File: src/rtl/dmem_pkg.sv
// -----------------------------------------------------------------------------
// dmem_pkg
// Shared constants and types for the data-memory responder.
//   WORD_W   : CPU data word width.
//   MAX_WAIT : largest legal WAIT_STATES value; sizes the wait counter.
//   CNT_W    : wait-counter width derived from MAX_WAIT.
//   dmem_state_e : responder FSM states IDLE / WAIT / DONE.
// -----------------------------------------------------------------------------
package dmem_pkg;

    localparam int WORD_W   = 16;
    localparam int MAX_WAIT = 15;
    localparam int CNT_W    = $clog2(MAX_WAIT + 1);

    typedef enum logic [1:0] {
        IDLE = 2'd0,
        WAIT = 2'd1,
        DONE = 2'd2
    } dmem_state_e;

endpackage

File: src/rtl/dmem_responder_if.sv
// -----------------------------------------------------------------------------
// dmem_responder_if
// CPU data-memory port bundle.
//   dmemaddr/dmemwdata/dmemwrite/dmemread : CPU -> responder request.
//   dmemrdata/dmemvalid/dmemstall         : responder -> CPU response.
//   dmemerror : sticky misaligned/out-of-range flag, present only when
//               DMEM_ALIGN_CHECK_EN is defined.
// Modports: master = CPU side, slave = responder side.
// -----------------------------------------------------------------------------
interface dmem_responder_if;
    import dmem_pkg::*;

    logic [WORD_W-1:0] dmemaddr;
    logic [WORD_W-1:0] dmemwdata;
    logic              dmemwrite;
    logic              dmemread;
    logic [WORD_W-1:0] dmemrdata;
    logic              dmemvalid;
    logic              dmemstall;
`ifdef DMEM_ALIGN_CHECK_EN
    logic              dmemerror;

    modport master (
        output dmemaddr, dmemwdata, dmemwrite, dmemread,
        input  dmemrdata, dmemvalid, dmemstall, dmemerror
    );
    modport slave (
        input  dmemaddr, dmemwdata, dmemwrite, dmemread,
        output dmemrdata, dmemvalid, dmemstall, dmemerror
    );
`else
    modport master (
        output dmemaddr, dmemwdata, dmemwrite, dmemread,
        input  dmemrdata, dmemvalid, dmemstall
    );
    modport slave (
        input  dmemaddr, dmemwdata, dmemwrite, dmemread,
        output dmemrdata, dmemvalid, dmemstall
    );
`endif

endinterface

File: src/rtl/dmem_array.sv
// -----------------------------------------------------------------------------
// dmem_array
// Single-port word array: synchronous write, asynchronous read.
// Contents are not reset.
//   clock : write clock (rising edge)
//   we    : write enable
//   addr  : word index shared by read and write
//   wdata : write data
//   rdata : combinational read of mem[addr]
// -----------------------------------------------------------------------------
module dmem_array
    import dmem_pkg::*;
#(
    parameter int ADDR_BITS = 8
) (
    input  logic                 clock,
    input  logic                 we,
    input  logic [ADDR_BITS-1:0] addr,
    input  logic [WORD_W-1:0]    wdata,
    output logic [WORD_W-1:0]    rdata
);

    logic [WORD_W-1:0] mem_r [2**ADDR_BITS];

    // Write port: commit one word on the enabled clock edge.
    always_ff @(posedge clock) begin
        if (we) begin
            mem_r[addr] <= wdata;
        end
    end

    assign rdata = mem_r[addr];

endmodule

File: src/rtl/dmem_responder.sv
// -----------------------------------------------------------------------------
// dmem_responder
// Fixed-latency data-memory responder for the pipelined 16-bit CPU.
// A request seen in IDLE stalls the CPU for WAIT_STATES+1 cycles, then one
// DONE cycle completes it (write committed / read data presented with
// dmemvalid). Address bit 0 and bits above ADDR_BITS are ignored (aliasing).
//   clock : system clock, rising edge
//   reset : asynchronous, active-high
//   bus   : dmem_responder_if.slave (request in, rdata/valid/stall out)
// Parameters: ADDR_BITS (word-index width), WAIT_STATES (0..15).
// Optional: DMEM_ALIGN_CHECK_EN adds sticky dmemerror; misaligned or
// out-of-range accesses drop writes and read back as 0.
// -----------------------------------------------------------------------------
module dmem_responder
    import dmem_pkg::*;
#(
    parameter int ADDR_BITS   = 8,
    parameter int WAIT_STATES = 2
) (
    input  logic             clock,
    input  logic             reset,
    dmem_responder_if.slave  bus
);

    localparam logic [1:0] ST_IDLE = IDLE;
    localparam logic [1:0] ST_WAIT = WAIT;
    localparam logic [1:0] ST_DONE = DONE;

    logic [1:0]           state_r;
    logic [CNT_W-1:0]     cnt_r;
    logic [WORD_W-1:0]    addr_r;
    logic [WORD_W-1:0]    wdata_r;
    logic                 write_r;
    logic [WORD_W-1:0]    rdata_r;
    logic                 valid_r;

    logic                 req_s;
    logic [WORD_W-1:0]    acc_addr_s;
    logic [WORD_W-1:0]    acc_wdata_s;
    logic                 acc_write_s;
    logic [ADDR_BITS-1:0] acc_idx_s;
    logic                 done_entry_s;
    logic                 commit_ok_s;
    logic                 we_s;
    logic [WORD_W-1:0]    mem_rdata_s;
    logic                 stall_s;

    assign req_s = bus.dmemread | bus.dmemwrite;

    // Access operands: live inputs in IDLE (so a zero-wait access can commit
    // on the latching edge), latched copies once the access is under way.
    always_comb begin
        acc_addr_s  = addr_r;
        acc_wdata_s = wdata_r;
        acc_write_s = write_r;
        if (state_r == ST_IDLE) begin
            acc_addr_s  = bus.dmemaddr;
            acc_wdata_s = bus.dmemwdata;
            acc_write_s = bus.dmemwrite;
        end else begin
            acc_addr_s  = addr_r;
            acc_wdata_s = wdata_r;
            acc_write_s = write_r;
        end
    end

    assign acc_idx_s = acc_addr_s[ADDR_BITS:1];

    // Marks the edge that moves the FSM into DONE (the access completes here).
    always_comb begin
        done_entry_s = 1'b0;
        case (state_r)
            ST_IDLE: done_entry_s = req_s && (WAIT_STATES == 0);
            ST_WAIT: done_entry_s = (cnt_r <= CNT_W'(1));
            default: done_entry_s = 1'b0;
        endcase
    end

`ifdef DMEM_ALIGN_CHECK_EN
    logic addr_bad_s;
    logic err_r;

    assign addr_bad_s  = acc_addr_s[0] | (|(acc_addr_s >> (ADDR_BITS + 1)));
    assign commit_ok_s = ~addr_bad_s;

    // Sticky error flag, visible from the DONE cycle of the offending access.
    always_ff @(posedge clock or posedge reset) begin
        if (reset) begin
            err_r <= 1'b0;
        end else if (done_entry_s && addr_bad_s) begin
            err_r <= 1'b1;
        end
    end

    assign bus.dmemerror = err_r;
`else
    logic addr_unused_s;

    assign addr_unused_s = ^{acc_addr_s[WORD_W-1:ADDR_BITS+1], acc_addr_s[0]};
    assign commit_ok_s   = 1'b1;
`endif

    // The array has no reset, so a write is also blocked while reset is high.
    assign we_s = done_entry_s & acc_write_s & commit_ok_s & ~reset;

    dmem_array #(
        .ADDR_BITS (ADDR_BITS)
    ) u_array (
        .clock (clock),
        .we    (we_s),
        .addr  (acc_idx_s),
        .wdata (acc_wdata_s),
        .rdata (mem_rdata_s)
    );

    // FSM, wait counter, request latches and registered read response.
    always_ff @(posedge clock or posedge reset) begin
        if (reset) begin
            state_r <= ST_IDLE;
            cnt_r   <= CNT_W'(0);
            addr_r  <= WORD_W'(0);
            wdata_r <= WORD_W'(0);
            write_r <= 1'b0;
            rdata_r <= WORD_W'(0);
            valid_r <= 1'b0;
        end else begin
            valid_r <= 1'b0;
            case (state_r)
                ST_IDLE: begin
                    if (req_s) begin
                        addr_r  <= bus.dmemaddr;
                        wdata_r <= bus.dmemwdata;
                        write_r <= bus.dmemwrite;
                        cnt_r   <= CNT_W'(WAIT_STATES);
                        state_r <= (WAIT_STATES == 0) ? ST_DONE : ST_WAIT;
                    end
                end
                ST_WAIT: begin
                    if (cnt_r != CNT_W'(0)) begin
                        cnt_r <= cnt_r - CNT_W'(1);
                    end
                    if (done_entry_s) begin
                        state_r <= ST_DONE;
                    end
                end
                ST_DONE: begin
                    state_r <= ST_IDLE;
                end
                default: begin
                    state_r <= ST_IDLE;
                end
            endcase
            // Write wins over read, so only a pure read produces data.
            if (done_entry_s && !acc_write_s) begin
                rdata_r <= commit_ok_s ? mem_rdata_s : WORD_W'(0);
                valid_r <= 1'b1;
            end
        end
    end

    // Stall is combinational in IDLE so the CPU freezes in the request cycle.
    always_comb begin
        stall_s = 1'b0;
        if (reset) begin
            stall_s = 1'b0;
        end else begin
            stall_s = ((state_r == ST_IDLE) && req_s) || (state_r == ST_WAIT);
        end
    end

    assign bus.dmemstall = stall_s;
    assign bus.dmemvalid = valid_r;
    assign bus.dmemrdata = rdata_r;

endmodule
File: src/flat_wrapper.sv
// flat-port wrapper written by rule: the top's interface ports become plain ports
module dmem_responder_flat import dmem_pkg::*;
#(
    parameter int ADDR_BITS   = 8,
    parameter int WAIT_STATES = 2
)
  (clock, reset, bus_dmemaddr, bus_dmemwdata, bus_dmemwrite, bus_dmemread, bus_dmemrdata, bus_dmemvalid, bus_dmemstall);
  dmem_responder_if bus_i ();
  input  logic clock;
  input  logic reset;
  input wire logic [$bits(bus_i.dmemaddr)-1:0] bus_dmemaddr;
  input wire logic [$bits(bus_i.dmemwdata)-1:0] bus_dmemwdata;
  input wire logic [$bits(bus_i.dmemwrite)-1:0] bus_dmemwrite;
  input wire logic [$bits(bus_i.dmemread)-1:0] bus_dmemread;
  output wire logic [$bits(bus_i.dmemrdata)-1:0] bus_dmemrdata;
  output wire logic [$bits(bus_i.dmemvalid)-1:0] bus_dmemvalid;
  output wire logic [$bits(bus_i.dmemstall)-1:0] bus_dmemstall;
  assign bus_i.dmemaddr = bus_dmemaddr;
  assign bus_i.dmemwdata = bus_dmemwdata;
  assign bus_i.dmemwrite = bus_dmemwrite;
  assign bus_i.dmemread = bus_dmemread;
  assign bus_dmemrdata = bus_i.dmemrdata;
  assign bus_dmemvalid = bus_i.dmemvalid;
  assign bus_dmemstall = bus_i.dmemstall;
  dmem_responder #(.ADDR_BITS(ADDR_BITS), .WAIT_STATES(WAIT_STATES)) u_core (.clock(clock), .reset(reset), .bus(bus_i));
endmodule
File: config.mk
export PLATFORM = sky130hd
export DESIGN_NAME = dmem_responder_flat
export DESIGN_NICKNAME = d
export VERILOG_FILES = /design/src/rtl/dmem_pkg.sv /design/src/rtl/dmem_responder_if.sv /design/src/rtl/dmem_array.sv /design/src/rtl/dmem_responder.sv /design/src/flat_wrapper.sv
export SDC_FILE = /design/constraint.sdc
export NUM_CORES = 2
export LEC_CHECK = 0
export CELL_PAD_IN_SITES_DETAIL_PLACEMENT = 1
export CELL_PAD_IN_SITES_GLOBAL_PLACEMENT = 1
export CORE_MARGIN = 5
export CORE_UTILIZATION = 38
export DETAILED_ROUTE_END_ITERATION = 7
export PLACE_DENSITY = 0.69
export SLEW_MARGIN = 20
export SYNTH_ARGS = -nofsm -noshare
export SYNTH_HDL_FRONTEND = slang
export SYNTH_SLANG_ARGS = --single-unit
export TNS_END_PERCENT = 10
File: constraint.sdc
create_clock -name clock -period 7.8 [get_ports clock]
set_clock_uncertainty 0.05 [all_clocks]
set_input_delay 0.78 -clock clock [delete_from_list [all_inputs] [get_ports clock]]
set_output_delay 0.78 -clock clock [all_outputs]
set_load 0.02 [all_outputs]
**Word-level counts from Yosys, hierarchy flattened**

Memory sizes are Yosys's and may differ from the RTL's. A register that Yosys moved wholly into a read port is not among the register bits.
Index checks and enable logic that the tools add are counted.
W data, S select, Z words.

- Add/subtract/negate cells: 1
- $lt $le $gt $ge: 1
- Equal/unequal tests: 4
- Multiplexer cells: 14
- Bitwise gates (word level): 4
- Reduce and logical (&&, ||, !) cells: 10

Operators with widths:

| operator | number |
|---|---|
| $mux W16 | 1 |
| $mux W9 | 1 |
| $mux W4 | 2 |
| $pmux W4 S2 | 1 |
| $mux W1 | 6 |
| $ne A2 B1 Y1 const B | 3 |
| $le A4 B1 Y1 const B | 1 |
| $mux W2 | 2 |
| $pmux W2 S2 | 1 |
| $reduce_and A2 Y1 | 2 |
| $reduce_bool A4 Y1 | 1 |
| $sub A4 B1 Y4 const B | 1 |
| $reduce_and A3 Y1 | 1 |
| $and A1 B1 Y1 | 2 |
| $eq A2 B1 Y1 const B | 1 |
| $logic_and A1 B1 Y1 | 2 |
| $logic_not A2 Y1 | 1 |
| $reduce_bool A2 Y1 | 1 |
| $logic_not A1 Y1 | 1 |
| $logic_or A1 B1 Y1 | 1 |
| $not A1 Y1 | 1 |
| $or A1 B1 Y1 | 1 |

- Register bits after elaboration: 33
- Memory bits (writable): 4096
- Input port bits: 36
- Word-level logic and storage cells: 41
- Memories: 1

Memory list:

| memory | words | bits a word | rd ports | clocked after memory_dff | write ports | RTL line | text |
|---|---|---|---|---|---|---|---|
| u_core.u_array.mem_r | 256 | 16 | 1 | 1 | 1 | dmem_array.sv:23 | `logic [WORD_W-1:0] mem_r [2**ADDR_BITS];` |

**Longest topological paths before layout**

- Depth after elaboration: 6
- Gate-level depth with buffers: 13
- Mapped depth without buffers: 9

**Modules after synthesis**

From an unflattened synthesis, not the netlist that was laid out.

- Cells, all modules: 6870
- Area total of the unflattened synthesis: 157319.6 um^2

Modules (own cells, without submodules):

| module | instances | cells each | area an instance (um^2) |
|---|---|---|---|
| dmem_array | 1 | 6711 | 155078.7 |
| dmem_responder | 1 | 159 | 2240.9 |

**Worst setup path before layout**

No wires, ideal clock.

- Path type: register -> register
- From: reg u_core.state_r[1]
- To: mem u_core.u_array.mem_r[0][10] (data pin)
- Data arrival time: 4.919 ns
- Setup slack: 2.009 ns
- Cell stages (with the launch flop): 9
- Path buffers: 5
- Path through: dfrtp_1 -> nor2_4 -> buf_4 -> buf_4 -> clkbuf_1 -> buf_1 -> buf_1 -> nand2_1 -> nand2_1

- Longest elaborated chain between the ends: 2

Ends and longest elaborated chain:

| what | RTL line | text |
|---|---|---|
| start, declared | dmem_responder.sv:29 | `logic [1:0] state_r;` |
| start signal, assigned | dmem_responder.sv:135 | `state_r <= (WAIT_STATES == 0) ? ST_DONE : ST_WAIT;` |
| $logic_not A2 Y1 | dmem_responder.sv:56 | `if (state_r == ST_IDLE) begin` |
| $mux W16 | dmem_responder.sv:56 |  |
| via u_core.acc_wdata_s[10] | dmem_responder.sv:39 | `logic [WORD_W-1:0] acc_wdata_s;` |
| end, declared | dmem_array.sv:23 |  |

The timed path passes the listed nets, and every way through them passes these cells.

**Final worst setup path**

- From: reg u_core.state_r[1]
- To: reg u_core.rdata_r[7] (netlist: u_core.bus.dmemrdata[7]), read port of u_core.u_array.mem_r

- Longest elaborated chain between the ends: 4
- Elaborated cells on any way between the ends: 7
- Those cells by class: eq/ne: 1; mux: 3; reduce/logical: 3

Ends and longest elaborated chain:

| what | RTL line | text |
|---|---|---|
| $logic_not A2 Y1 | dmem_responder.sv:56 |  |
| $mux W1 | dmem_responder.sv:56 |  |
| $logic_not A1 Y1 | dmem_responder.sv:154 | `if (done_entry_s && !acc_write_s) begin` |
| $logic_and A1 B1 Y1 | dmem_responder.sv:154 |  |
| end, declared | dmem_responder.sv:34 | `logic [WORD_W-1:0] rdata_r;` |

Parallel ways exist; a longest one is shown, timed or not.
A chain may end at the register's enable or synchronous reset.

==> key figures <==
STA
  • Final setup TNS: 0 ps
  • Final slew viol count: 0
  • Max Clk Rate: 175 MHz
  • Least-Margin Pin Slew: 1250 ps
  • Crit path time final: 5720 ps
  • Normalized max-slew margin: between 10% and 20%
  • Unrepaired setup endpoints after global routing: false
  • Final-report hold violation count: 0
  • Period utilization: between 70% and 80%
  • Setup Viol. Count Final: 0

Detailed routing
  • WL/cell: approximately 32 um
  • First-pass iteration count of the detailed router: 6
  • Post-Route WL: between 400000 and 500000 um
  • DRC Markers: 0
  • DRT iter0 DRCs: between 10000 and 15000
  • Antenna Violating Nets Remaining: 0
  • Vias post-DR: 90000
  • Drt via density: 6.18

Critical path
  • Path depth of the worst reg2reg path: 12
  • Critical path buffers and inverters: 4
  • Worst path most repeated cell: buf_12
  • RR Startpoint: u_core.state_r[1]
  • Crit path max fanout: 52
  • Flop-to-flop setup slack: between 2000 and 2500 ps
  • CP arrival: between 6000 and 7000 ps
  • Crit-path cells: nor2_4, buf_4, o21ai_4, buf_12, buf_12, buf_12, a22oi_1, a21oi_1, o41ai_1, a31oi_1, or4_1, o32a_1
  • CP Launch Type: flop
  • WS Path Type: reg2reg
  • CP peak stage delay: around 950 ps
  • Critical Path End Type: flop
  • CP max stage cell: o41ai_1
  • Top delay family on crit path: compound AO/OA/AOI/OAI gates
  • Critical path data required time: about 8600 ps
  • FF-to-FF End: u_core.bus.dmemrdata[7]

Placed design
  • Placement-stage cell area: 162000 um^2
  • Gpl congestion: about 0.81
  • HPWL after DPL: 264000 um
  • Number of port buffers: 45

Synth
  • Syn_area_per_cell: roughly 18 um^2
  • Sequential area share after synthesis: approximately four fifths
  • Syn Std Cell Area: around 150000 um^2
  • Post-synth top area share: about four fifths
  • Ys async rst share: 1.16%
  • Cells after Synth: 8654
  • Post-synth top area cell: edfxtp_1
  • Mapped Nets: roughly 8700
  • Synth unique cells: 47
  • #FFs+latches synth: a little over 4000
  • Ys Warns: 0
  • Top_reg_cell synth: edfxtp_1
  • EDFF count, synth: between 4000 and 5000
  • Top cells by area, synth: edfxtp_1 80%, a22oi_1 8.3%, a21oi_1 2.8%, o41ai_1 1.1%, buf_2 1.1%

Die
  • Die H: around 640 um
  • Site Rows: approximately 230
  • Core Footprint: about 400000 um^2
  • Die Area: 415000 um^2
  • Die W: between 600 and 700 um
  • I/O pin count: 54
  • Starting Density: approximately two fifths

Layout
  • Fin util: a little over two fifths
  • Nets@finish: ~9000
  • Fillers: 38200
  • Final Cell Area: 175000 um^2
  • Area Overhead vs Synth: 14.4%
  • Share of post-route cells with drive strength above 1: between 10% and 20%

Clock network
  • H-tree depth: 5
  • Root buffer cell: clkbuf_16
  • TritonCTS buffer count: 416
  • Clock Sinks: just over 4000
  • Worst skew pair latency: 970 ps
  • CTS resizes: 0
  • Bufs on Longest Clock Path: 4
  • Reg clk slew, reported paths: ~60 ps
  • CTS tree: yes
  • # Post-CTS Setup Buffers: 0
  • # hold bufs at CTS: 0

Global route
  • First-pass GRT wire length: between 600000 and 700000 um
  • Overflow after GRT: 0
  • GR Util met3: just over 4%
  • GR Util met2: a little over a third
  • Grt peak-use layer: met2
  • M1 GR Usage: roughly 29%
  • Antenna violations before repair: 25
  • GRT Total Usage: between 20% and 30%
  • Largest net degree at the start of global routing: around 220
  • Vias in the first global route: 91300

Pwr
  • Part of the power in registers: about 41%
  • Clock share of power: 26.9%
  • Maximum ir drop on the vdd rail: 0.000497 V
  • PwrDens: 417 nW/um^2
  • Net Sw Power: 26.9 mW
  • Power Internal: about 46 mW
  • Leakage: approximately 53 nW
  • Combinational power share: between 30% and 40%
  • Switching Fraction: 36.9%

Min path
  • Worst hold path class: in2async

Job
  • Max_cap viols: 0

Status
  • Status: finished, final reports clean
==> how the worst max path moves through the flow <==
| stage | startpoint | slack (ps) | depth (start not counted) | end |
|---|---|---|---|---|
| finish | u_core.state_r[1] | 2080 | 12 | u_core.bus.dmemrdata[7] |
| global route | u_core.state_r[1] | 1880 | 12 | u_core.bus.dmemrdata[12] |
| CTS | u_core.state_r[1] | 2180 | 10 | u_core.bus.dmemrdata[11] |
| detailed placement | bus_dmemaddr[4] | 2110 | 11 | u_core.bus.dmemrdata[11] |
| global placement | bus_dmemaddr[3] | 1780 | 9 | u_core.bus.dmemrdata[7] |
| floorplan | u_core.state_r[1] | 2010 | 8 | u_core.u_array.mem_r[0][10] |
==> cell usage after synthesis, drive strengths merged (67+ instances only) <==
master  instances
nand2         156
o41ai         198
a221oi        176
a21oi         858
nor2          269
o22ai          94
a22o          177
edfxtp       4096
o21ai          67
a22oi        1696
buf           412
clkbuf        243
==> sequential cells by signal (all words and copies together) (netlist names) <==
signal / flops
u_core.cnt_r: 4
u_core.wdata_r: 16
u_core.u_array.mem_r: 4096
u_core.addr_r: 8
u_core.write_r: 1
u_core.bus.dmemvalid: 1
u_core.bus.dmemrdata: 16
u_core.state_r: 2
==> metal layers <==
layer	routed length, um	share of wire (%)
met4	21400	4.6
met5	118	0.025
met3	42700	9.1
met1	180000	38
met2	225000	48
==> cells by family after synthesis <==
logic type / synth area share, %
flops: 81.3
xor+xnor: 0.0115
fa+ha+maj: 0.0246
buf+inv: 1.97
compound gates: 15.4
simple gates: 1.34
mux: 0.0131
==> cells in the final DEF, fill, tap and decap left out, types with 25 or more instances in the layout <==
cell and n:
edfxtp_1 4096, a22oi_1 1696, a21oi_1 858, clkbuf_16 419, buf_4 407, nor2_1 247, a22o_1 177, a221oi_1 176
o41ai_1 172, nand2_1 129, clkinv_1 108, o22ai_1 94, clkbuf_1 94, clkinv_2 78, o21ai_0 56, buf_12 54
a41oi_1 52, dfrtp_1 48, clkdlybuf4s50_1 45, bufinv_16 37, o41ai_2 26, nor4_1 25
==> final cells by class <==
class / instances / area (um^2) / share of cell area [%]
flip-flops and latches: 4144 / 124000 / 71.0
multi-input cells: 3848 / 26200 / 15.0
clock buffers: 515 / 10900 / 6.21
well taps: 5265 / 6590 / 3.77
repair buffers: 508 / 4640 / 2.65
clock inverters: 255 / 2360 / 1.35
diodes: 15 / 37.5 / 0.0215
inverters: 7 / 26.3 / 0.0150
==> metrics by stage <==
step	power, mW	worst slack (ps)	cells	hold WS, ps
2_1_floorplan	44.1	2010	8654	396
4_1_cts	72.9	2180	14500	64.4
3_3_place_gp	52.4	1780	13800	413
6_report	73.0	2080	14600	118
3_5_place_dp	53.3	2110	13800	415
5_1_grt	75.3	1880	14500	132
==> power groups by stage <==
stage,combinational (mW),sequential (mW),clock [mW]
6_report,23.7,29.6,19.6
5_1_grt,24.8,29.6,20.9
4_1_cts,23.4,29.6,19.9
3_5_place_dp,23.2,30.1,0
3_3_place_gp,22.3,30.1,0
2_1_floorplan,12.7,31.4,0
Power figures use the tool's default switching activity.
